**src/rtl/ex_mem_ctl_if.sv**
```systemverilog
// EX/MEM boundary bundle: EX-side fields, pipeline controls, registered MEM-side fields and EX feedback.
// Carries no state or latency of its own. The timing is set by the register stage attached to it.
// Backpressure is by level only: stall_ex, stall_mem and flush are sampled on each edge, with no handshake.
// Ports (modports):
//   master - driven by the EX stage and controller. It drives ex_*, stall_*, flush and reads mem_* and feedback.
//   slave  - the EX/MEM register. It reads ex_* and the controls, and drives mem_*, cnt_o, hilo_temp_o and stall_cycles.
interface ex_mem_ctl_if #(
    parameter int DATA_W = 32,
    parameter int ADDR_W = 5,
    parameter int LANES  = 1,
    parameter int OP_W   = 8,
    parameter int CNT_W  = 2,
    parameter int PERF_W = 16
) ();
    // pipeline controller
    logic                      stall_ex;
    logic                      stall_mem;
    logic                      flush;

    // EX side
    logic                      ex_valid;
    logic [LANES*ADDR_W-1:0]   ex_wd;
    logic [LANES-1:0]          ex_wreg;
    logic [LANES*DATA_W-1:0]   ex_wdata;
    logic                      ex_whilo;
    logic [DATA_W-1:0]         ex_hi;
    logic [DATA_W-1:0]         ex_lo;
    logic [OP_W-1:0]           ex_mem_op;
    logic [DATA_W-1:0]         ex_mem_addr;
    logic [DATA_W-1:0]         ex_mem_sdata;
    logic [CNT_W-1:0]          ex_cnt;
    logic [2*DATA_W-1:0]       ex_hilo_temp;

    // MEM side
    logic                      mem_valid;
    logic [LANES*ADDR_W-1:0]   mem_wd;
    logic [LANES-1:0]          mem_wreg;
    logic [LANES*DATA_W-1:0]   mem_wdata;
    logic                      mem_whilo;
    logic [DATA_W-1:0]         mem_hi;
    logic [DATA_W-1:0]         mem_lo;
    logic [OP_W-1:0]           mem_mem_op;
    logic [DATA_W-1:0]         mem_mem_addr;
    logic [DATA_W-1:0]         mem_mem_sdata;

    // feedback to EX and perf
    logic [CNT_W-1:0]          cnt_o;
    logic [2*DATA_W-1:0]       hilo_temp_o;
    logic [PERF_W-1:0]         stall_cycles;

    modport master (
        output stall_ex, stall_mem, flush,
        output ex_valid, ex_wd, ex_wreg, ex_wdata, ex_whilo, ex_hi, ex_lo,
        output ex_mem_op, ex_mem_addr, ex_mem_sdata, ex_cnt, ex_hilo_temp,
        input  mem_valid, mem_wd, mem_wreg, mem_wdata, mem_whilo, mem_hi, mem_lo,
        input  mem_mem_op, mem_mem_addr, mem_mem_sdata,
        input  cnt_o, hilo_temp_o, stall_cycles
    );

    modport slave (
        input  stall_ex, stall_mem, flush,
        input  ex_valid, ex_wd, ex_wreg, ex_wdata, ex_whilo, ex_hi, ex_lo,
        input  ex_mem_op, ex_mem_addr, ex_mem_sdata, ex_cnt, ex_hilo_temp,
        output mem_valid, mem_wd, mem_wreg, mem_wdata, mem_whilo, mem_hi, mem_lo,
        output mem_mem_op, mem_mem_addr, mem_mem_sdata,
        output cnt_o, hilo_temp_o, stall_cycles
    );
endinterface

```
**src/rtl/ex_mem_ctl.sv**
```systemverilog
// EX/MEM pipeline register with hold, bubble and flush, the multi-cycle feedback path, and a stall-cycle counter.
// Latency is 1 cycle from ex_* to mem_* on an advancing edge.
// Backpressure: stall_mem holds the stage. stall_ex alone inserts a bubble. flush kills the stage and has priority.
// Ports:
//   clk - rising-edge clock for all state.
//   rst - synchronous, active-high. It clears every output.
//   bus - ex_mem_ctl_if.slave. It carries ex_* in, mem_* out, the controls, cnt_o/hilo_temp_o feedback and stall_cycles.
module ex_mem_ctl #(
    parameter int DATA_W = 32,
    parameter int ADDR_W = 5,
    parameter int LANES  = 1,
    parameter int OP_W   = 8,
    parameter int CNT_W  = 2,
    parameter int PERF_W = 16
) (
    input  logic          clk,
    input  logic          rst,
    ex_mem_ctl_if.slave   bus
);

    typedef struct packed {
        logic                    valid;
        logic [LANES*ADDR_W-1:0] wd;
        logic [LANES-1:0]        wreg;
        logic [LANES*DATA_W-1:0] wdata;
        logic                    whilo;
        logic [DATA_W-1:0]       hi;
        logic [DATA_W-1:0]       lo;
        logic [OP_W-1:0]         mem_op;
        logic [DATA_W-1:0]       mem_addr;
        logic [DATA_W-1:0]       mem_sdata;
    } stage_t;

    // A stall bubble and a flush both produce an empty stage. They are kept as
    // separate actions because only the stall bubble counts as a lost cycle.
    typedef enum logic [1:0] {
        ACT_ADVANCE = 2'd0,
        ACT_HOLD    = 2'd1,
        ACT_BUBBLE  = 2'd2,
        ACT_FLUSH   = 2'd3
    } act_t;

    act_t              act;
    stage_t            ex_stage;
    stage_t            stage_d;
    stage_t            stage_q;

    logic              fb_busy;
    logic [CNT_W-1:0]  cnt_d;
    logic [CNT_W-1:0]  cnt_q;
    logic [2*DATA_W-1:0] hilo_d;
    logic [2*DATA_W-1:0] hilo_q;

    logic              perf_inc;
    logic              perf_sat;
    logic [PERF_W-1:0] perf_q;

    // Gather the EX-side fields into one record.
    always_comb begin
        ex_stage           = '0;
        ex_stage.valid     = bus.ex_valid;
        ex_stage.wd        = bus.ex_wd;
        ex_stage.wreg      = bus.ex_wreg;
        ex_stage.wdata     = bus.ex_wdata;
        ex_stage.whilo     = bus.ex_whilo;
        ex_stage.hi        = bus.ex_hi;
        ex_stage.lo        = bus.ex_lo;
        ex_stage.mem_op    = bus.ex_mem_op;
        ex_stage.mem_addr  = bus.ex_mem_addr;
        ex_stage.mem_sdata = bus.ex_mem_sdata;
    end

    // Action decode. A stall of EX alone must not let MEM see the held
    // instruction twice, so it becomes a bubble and not a hold.
    always_comb begin
        act = ACT_ADVANCE;
        if (bus.flush) begin
            act = ACT_FLUSH;
        end else if (bus.stall_ex && !bus.stall_mem) begin
            act = ACT_BUBBLE;
        end else if (bus.stall_mem) begin
            act = ACT_HOLD;
        end
    end

    // Next stage contents. Lanes are copied as one vector, and same-address
    // lanes are left for downstream to order.
    always_comb begin
        stage_d = stage_q;
        case (act)
            ACT_ADVANCE: stage_d = ex_stage;
            ACT_HOLD:    stage_d = stage_q;
            ACT_BUBBLE:  stage_d = '0;
            ACT_FLUSH:   stage_d = '0;
            default:     stage_d = '0;
        endcase
    end

    always_ff @(posedge clk) begin
        if (rst) begin
            stage_q <= '0;
        end else begin
            stage_q <= stage_d;
        end
    end

    // Multi-cycle feedback. While EX is stalled, the op is still iterating, so
    // its step and partial result go back around. A flush abandons the op.
    assign fb_busy = bus.stall_ex && !bus.flush;

    always_comb begin
        cnt_d  = '0;
        hilo_d = '0;
        if (fb_busy) begin
            cnt_d  = bus.ex_cnt;
            hilo_d = bus.ex_hilo_temp;
        end
    end

    always_ff @(posedge clk) begin
        if (rst) begin
            cnt_q  <= '0;
            hilo_q <= '0;
        end else begin
            cnt_q  <= cnt_d;
            hilo_q <= hilo_d;
        end
    end

    // Stall-cycle counter. It counts stall bubbles and holds, and sticks at all-ones.
    assign perf_inc = (act == ACT_BUBBLE) || (act == ACT_HOLD);
    assign perf_sat = &perf_q;

    always_ff @(posedge clk) begin
        if (rst) begin
            perf_q <= '0;
        end else if (perf_inc && !perf_sat) begin
            perf_q <= perf_q + PERF_W'(1);
        end
    end

    assign bus.mem_valid     = stage_q.valid;
    assign bus.mem_wd        = stage_q.wd;
    assign bus.mem_wreg      = stage_q.wreg;
    assign bus.mem_wdata     = stage_q.wdata;
    assign bus.mem_whilo     = stage_q.whilo;
    assign bus.mem_hi        = stage_q.hi;
    assign bus.mem_lo        = stage_q.lo;
    assign bus.mem_mem_op    = stage_q.mem_op;
    assign bus.mem_mem_addr  = stage_q.mem_addr;
    assign bus.mem_mem_sdata = stage_q.mem_sdata;

    assign bus.cnt_o         = cnt_q;
    assign bus.hilo_temp_o   = hilo_q;
    assign bus.stall_cycles  = perf_q;

endmodule
```
**src/flat_wrapper.sv**
```systemverilog
// flat-port wrapper written by rule: the top's interface ports become plain ports
module ex_mem_ctl_flat 
#(
    parameter int DATA_W = 32,
    parameter int ADDR_W = 5,
    parameter int LANES  = 1,
    parameter int OP_W   = 8,
    parameter int CNT_W  = 2,
    parameter int PERF_W = 16
)
  (clk, rst, bus_stall_ex, bus_stall_mem, bus_flush, bus_ex_valid, bus_ex_wd, bus_ex_wreg, bus_ex_wdata, bus_ex_whilo, bus_ex_hi, bus_ex_lo, bus_ex_mem_op, bus_ex_mem_addr, bus_ex_mem_sdata, bus_ex_cnt, bus_ex_hilo_temp, bus_mem_valid, bus_mem_wd, bus_mem_wreg, bus_mem_wdata, bus_mem_whilo, bus_mem_hi, bus_mem_lo, bus_mem_mem_op, bus_mem_mem_addr, bus_mem_mem_sdata, bus_cnt_o, bus_hilo_temp_o, bus_stall_cycles);
  ex_mem_ctl_if #(.DATA_W(DATA_W), .ADDR_W(ADDR_W), .LANES(LANES), .OP_W(OP_W), .CNT_W(CNT_W), .PERF_W(PERF_W)) bus_i ();
  input  logic clk;
  input  logic rst;
  input wire logic [$bits(bus_i.stall_ex)-1:0] bus_stall_ex;
  input wire logic [$bits(bus_i.stall_mem)-1:0] bus_stall_mem;
  input wire logic [$bits(bus_i.flush)-1:0] bus_flush;
  input wire logic [$bits(bus_i.ex_valid)-1:0] bus_ex_valid;
  input wire logic [$bits(bus_i.ex_wd)-1:0] bus_ex_wd;
  input wire logic [$bits(bus_i.ex_wreg)-1:0] bus_ex_wreg;
  input wire logic [$bits(bus_i.ex_wdata)-1:0] bus_ex_wdata;
  input wire logic [$bits(bus_i.ex_whilo)-1:0] bus_ex_whilo;
  input wire logic [$bits(bus_i.ex_hi)-1:0] bus_ex_hi;
  input wire logic [$bits(bus_i.ex_lo)-1:0] bus_ex_lo;
  input wire logic [$bits(bus_i.ex_mem_op)-1:0] bus_ex_mem_op;
  input wire logic [$bits(bus_i.ex_mem_addr)-1:0] bus_ex_mem_addr;
  input wire logic [$bits(bus_i.ex_mem_sdata)-1:0] bus_ex_mem_sdata;
  input wire logic [$bits(bus_i.ex_cnt)-1:0] bus_ex_cnt;
  input wire logic [$bits(bus_i.ex_hilo_temp)-1:0] bus_ex_hilo_temp;
  output wire logic [$bits(bus_i.mem_valid)-1:0] bus_mem_valid;
  output wire logic [$bits(bus_i.mem_wd)-1:0] bus_mem_wd;
  output wire logic [$bits(bus_i.mem_wreg)-1:0] bus_mem_wreg;
  output wire logic [$bits(bus_i.mem_wdata)-1:0] bus_mem_wdata;
  output wire logic [$bits(bus_i.mem_whilo)-1:0] bus_mem_whilo;
  output wire logic [$bits(bus_i.mem_hi)-1:0] bus_mem_hi;
  output wire logic [$bits(bus_i.mem_lo)-1:0] bus_mem_lo;
  output wire logic [$bits(bus_i.mem_mem_op)-1:0] bus_mem_mem_op;
  output wire logic [$bits(bus_i.mem_mem_addr)-1:0] bus_mem_mem_addr;
  output wire logic [$bits(bus_i.mem_mem_sdata)-1:0] bus_mem_mem_sdata;
  output wire logic [$bits(bus_i.cnt_o)-1:0] bus_cnt_o;
  output wire logic [$bits(bus_i.hilo_temp_o)-1:0] bus_hilo_temp_o;
  output wire logic [$bits(bus_i.stall_cycles)-1:0] bus_stall_cycles;
  assign bus_i.stall_ex = bus_stall_ex;
  assign bus_i.stall_mem = bus_stall_mem;
  assign bus_i.flush = bus_flush;
  assign bus_i.ex_valid = bus_ex_valid;
  assign bus_i.ex_wd = bus_ex_wd;
  assign bus_i.ex_wreg = bus_ex_wreg;
  assign bus_i.ex_wdata = bus_ex_wdata;
  assign bus_i.ex_whilo = bus_ex_whilo;
  assign bus_i.ex_hi = bus_ex_hi;
  assign bus_i.ex_lo = bus_ex_lo;
  assign bus_i.ex_mem_op = bus_ex_mem_op;
  assign bus_i.ex_mem_addr = bus_ex_mem_addr;
  assign bus_i.ex_mem_sdata = bus_ex_mem_sdata;
  assign bus_i.ex_cnt = bus_ex_cnt;
  assign bus_i.ex_hilo_temp = bus_ex_hilo_temp;
  assign bus_mem_valid = bus_i.mem_valid;
  assign bus_mem_wd = bus_i.mem_wd;
  assign bus_mem_wreg = bus_i.mem_wreg;
  assign bus_mem_wdata = bus_i.mem_wdata;
  assign bus_mem_whilo = bus_i.mem_whilo;
  assign bus_mem_hi = bus_i.mem_hi;
  assign bus_mem_lo = bus_i.mem_lo;
  assign bus_mem_mem_op = bus_i.mem_mem_op;
  assign bus_mem_mem_addr = bus_i.mem_mem_addr;
  assign bus_mem_mem_sdata = bus_i.mem_mem_sdata;
  assign bus_cnt_o = bus_i.cnt_o;
  assign bus_hilo_temp_o = bus_i.hilo_temp_o;
  assign bus_stall_cycles = bus_i.stall_cycles;
  ex_mem_ctl #(.DATA_W(DATA_W), .ADDR_W(ADDR_W), .LANES(LANES), .OP_W(OP_W), .CNT_W(CNT_W), .PERF_W(PERF_W)) u_core (.clk(clk), .rst(rst), .bus(bus_i));
endmodule
```
**config.mk**
```make
export PLATFORM = sky130hd
export DESIGN_NAME = ex_mem_ctl_flat
export DESIGN_NICKNAME = d
export VERILOG_FILES = /design/src/rtl/ex_mem_ctl_if.sv /design/src/rtl/ex_mem_ctl.sv /design/src/flat_wrapper.sv
export SDC_FILE = /design/constraint.sdc
export NUM_CORES = 1
export LEC_CHECK = 0
export ABC_AREA = 1
export BUFFER_PORTS_ARGS = -buffer_cell sky130_fd_sc_hd__buf_2
export CAP_MARGIN = 20
export CORE_AREA = 5 5 196 198
export CTS_BUF_LIST = sky130_fd_sc_hd__clkbuf_16
export DETAILED_ROUTE_END_ITERATION = 16
export DIE_AREA = 0 0 201 203
export GPL_TIMING_DRIVEN = 0
export PLACE_DENSITY_LB_ADDON = 0.25
export SLEW_MARGIN = 10
export SYNTH_ARGS = -nofsm -noshare
export SYNTH_HDL_FRONTEND = slang
export SYNTH_SLANG_ARGS = --single-unit
```
**constraint.sdc**
```tcl
create_clock -name clk -period 2.1 [get_ports clk]
set_clock_uncertainty 0.1 [all_clocks]
set_input_delay 0.105 -clock clk [delete_from_list [all_inputs] [get_ports clk]]
set_output_delay 0.105 -clock clk [all_outputs]
set_load 0.03 [all_outputs]
```
==> key figures <==
Yosys
  – Synth cell types: 22
  – Adder-cell share of the synthesized area: 0.132%
  – Proportion of synthesized area in mux cells: 0%
  – Largest family of logic cells by synthesized area: simple AND/OR/NAND/NOR gates
  – Number of synthesized register bits: 258
  – Syn. warnings: 0
  – Syn avg cell area: 8.12 um2
  – Synth Area in Compound Gates: 9.94%
  – Synthesized instance count: 1167
  – Synth Area in XOR/XNOR: 0.0925%
  – Sequential area share after synthesis: 54.5%
  – Net count after synthesis: 1415
  – Simple-gate share of the synthesized area: 26.8%
  – Mapped Area: 9470 um2

Status
  – Outcome: complete, no violations

Power and ir drop
  – Max VDD drop: 0.000632 V
  – Pwr Density: 728 nW/um2
  – Pleak: 7.45 nW
  – Tot Pwr: 11.6 mW

Detailed routing
  – DRT Pass-1 Iters: 5
  – Routed length per instance: 16.8 um
  – Total number of vias: 11200
  – DRT iter0 DRCs: 665
  – DRC violations left: 0
  – Post-DRT Antenna Nets: 0
  – Vias per Instance: 4.61
  – Final WL: 41.1 mm

Floorplan
  – Io pins: 505
  – Die Wd: 201 um
  – Die height: 203 um
  – Initial Util: 26.1%
  – Core area: 36300 um2
  – Std cell rows: 70
  – Die area: 40800 um2

Setup path
  – Data arrival, critical path: 2.04 ns
  – Top delay family on crit path: flip-flops
  – Stages on worst setup path: 7
  – Bufs and invs on worst path: 2
  – Kind of critical path: reg -> reg
  – R2R Setup Slk: 0.40 ns
  – CP Launch Point: u_core.bus.stall_cycles[0]
  – Critical Path Source Type: register
  – Critical-path cell list: ha_1, inv_2, nor2_4, nand4_4, buf_6, a21oi_1, nor2_1
  – Worst reg2reg path endpoint: u_core.bus.stall_cycles[15]
  – CP endpoint: u_core.bus.stall_cycles[15]
  – CP max stage cell: dfxtp_1
  – Reg2reg path depth: 7
  – CP Data Required Time: 2.45 ns
  – Crit path largest cell delay: 0.42 ns
  – CP endpoint kind: register
  – Crit Path Max Fanout: 10
  – R2R Path Start: u_core.bus.stall_cycles[0]

STA
  – Final period utilization: 80.8%
  – Slew Viols, Final: 0
  – Slew HR: 59.2%
  – Worst-margin pin slew: 0.612 ns
  – Final setup violation count: 0
  – Max Fclk: 589 MHz
  – Final hold vios: 0
  – Setup tns final: 0 ns
  – Hold WS: 0.00904 ns
  – RSZ-0062 raised after global routing: no
  – Final min period: 1.70 ns

Global routing
  – Largest net degree at the start of global routing: 15
  – Met2 GRT Util: 33.8%
  – Busiest layer in global routing: met2
  – Global-route usage over all layers: 19.0%
  – First-pass GRT wire length: 64.2 mm
  – Vias in the first global route: 11500
  – Total gr overflow: 0
  – Grt met3 use: 5.80%
  – GR Util met1: 21.7%
  – Initial antenna violation count: 4

Min path
  – Tightest Hold Check Type: in -> reg

Clock tree
  – Clock Path Buffers: 3
  – H-tree depth: 1
  – Worst-path clk slew: 0.06 ns
  – Cts repair resizes: 0
  – Worst-Skew Late Latency: 0.55 ns
  – Clock Sinks: 258
  – CTS root buf: clkbuf_16
  – CTS tree: done
  – CTS buffer count: 30

Job
  – Max_cap viols: 0

Cells and area
  – Area of the multi-input gates: 3500 um2
  – Nets: 2193
  – Sequential cell area: 5160 um2
  – Final Util: 44.0%
  – Post-Layout Inst Area: 16000 um2
  – Filler instances: 3539
  – Area grow syn2layout: 68.7%
  – Layout cells sized above 1: 32.5%

Placement
  – DPL Wire Length: 29.5 mm
  – Port bufs: 502
  – Final Wtd Congestion: 0.884
  – Placed Area: 12600 um2
-- metrics by stage --
stage,cells,worst slack (ns)
after floorplan,1167,0.403
after global placement,2137,0.332
after detailed placement,2137,0.329
after CTS,2436,0.374
after global routing,2439,0.270
final,2440,0.403
-- report_power, final --
part,leakage (nW),total (mW),switching [mW],internal [mW]
logic,4.88,1.52,0.848,0.671
clock network,0.479,5.06,2.14,2.92
registers,2.09,5.05,0.0513,5.00
-- synth_stat cells, drive strengths merged --
master / count / area [um2]
a21oi: 185 / 926
buf: 76 / 389
clkbuf: 30 / 113
dfxtp: 258 / 5160
ha: 1 / 12.5
inv: 81 / 304
nand2: 48 / 188
nand3: 369 / 1850
nand4: 1 / 21.3
nor2: 113 / 472
nor3: 1 / 5.00
o21ai: 3 / 15.0
xnor2: 1 / 8.76
-- sequential cells by signal (all words and copies together) (netlist names) --
register and cells:
u_core.bus.hilo_temp_o 64, u_core.bus.mem_hi 32, u_core.bus.mem_lo 32, u_core.bus.mem_mem_addr 32, u_core.bus.mem_mem_sdata 32, u_core.bus.mem_wdata 32
u_core.bus.stall_cycles 16, u_core.bus.mem_mem_op 8, u_core.bus.mem_wd 5, u_core.bus.cnt_o 2, u_core.bus.mem_valid 1, u_core.bus.mem_whilo 1
u_core.bus.mem_wreg 1
-- layout by cell type (no fill, tap or decap) --
cell type	n
nand2_2	3
nand3_1	368
inv_2	3
nand2_1	45
nor3_1	1
xnor2_1	1
clkinvlp_4	4
ha_1	1
clkinv_1	3
o21ai_1	1
buf_4	2
inv_1	81
clkinv_4	1
a21oi_1	185
inv_6	1
nor2_1	106
buf_1	2
buf_6	1
buf_2	573
o21ai_0	2
nor2_2	1
dfxtp_1	258
dlygate4sd3_1	244
clkinv_2	10
nand4_4	1
clkbuf_16	31
bufinv_16	2
clkbuf_1	30
nand3_2	1
nor2_4	6
diode_2	4
-- cell families after synthesis --
kind of cell | Yosys count
xor+xnor | 1
simple gates | 532
fa+ha+maj | 1
flops | 258
compound gates | 188
buf+inv | 187
-- tightest hold or removal path, stage by stage --
cell	delay, ns
buf_2	0.12
nor2_4	0.08
buf_4	0.19
nand3_1	0.07
a21oi_1	0.05
-- metal layers --
layer,vias up,routed length [um]
li1,5493,-
met4,2,1440
met1,5176,16200
met5,-,7
met2,489,20100
met3,84,3280
-- how the worst min path moves through the flow --
stage                               startpoint                    endpoint  slack [ns]  cells past startpoint
after detailed placement  bus_ex_hilo_temp[25]  u_core.bus.hilo_temp_o[25]        0.22                      3
final                                bus_flush     u_core.bus.mem_wdata[7]       0.009                      5
after global placement    bus_ex_hilo_temp[44]  u_core.bus.hilo_temp_o[44]        0.22                      3
after CTS                            bus_flush     u_core.bus.mem_wdata[7]       0.003                      5
after floorplan                  bus_ex_cnt[0]         u_core.bus.cnt_o[0]        0.12                      2
after global routing                 bus_flush    u_core.bus.mem_wdata[11]        0.04                      5
-- what timing repair did --
| action | CTS | global route |
|---|---|---|
| setup buffers | 0 | 0 |
| hold endpoints to repair | 244 | 0 |
| hold buffers | 244 | 0 |
-- final cells by class --
| class | count | share of cell area (%) |
|---|---|---|
| clock inverters | 24 | 1.13 |
| plain buffers | 106 | 3.14 |
| clock buffers | 31 | 4.86 |
| multi-input cells | 722 | 21.9 |
| inverters | 81 | 1.90 |
| well taps | 468 | 3.67 |
| diodes | 4 | 0.0627 |
| repair buffers | 746 | 31.0 |
| flip-flops and latches | 258 | 32.3 |
No activity file was read; power rests on OpenSTA's default activity.
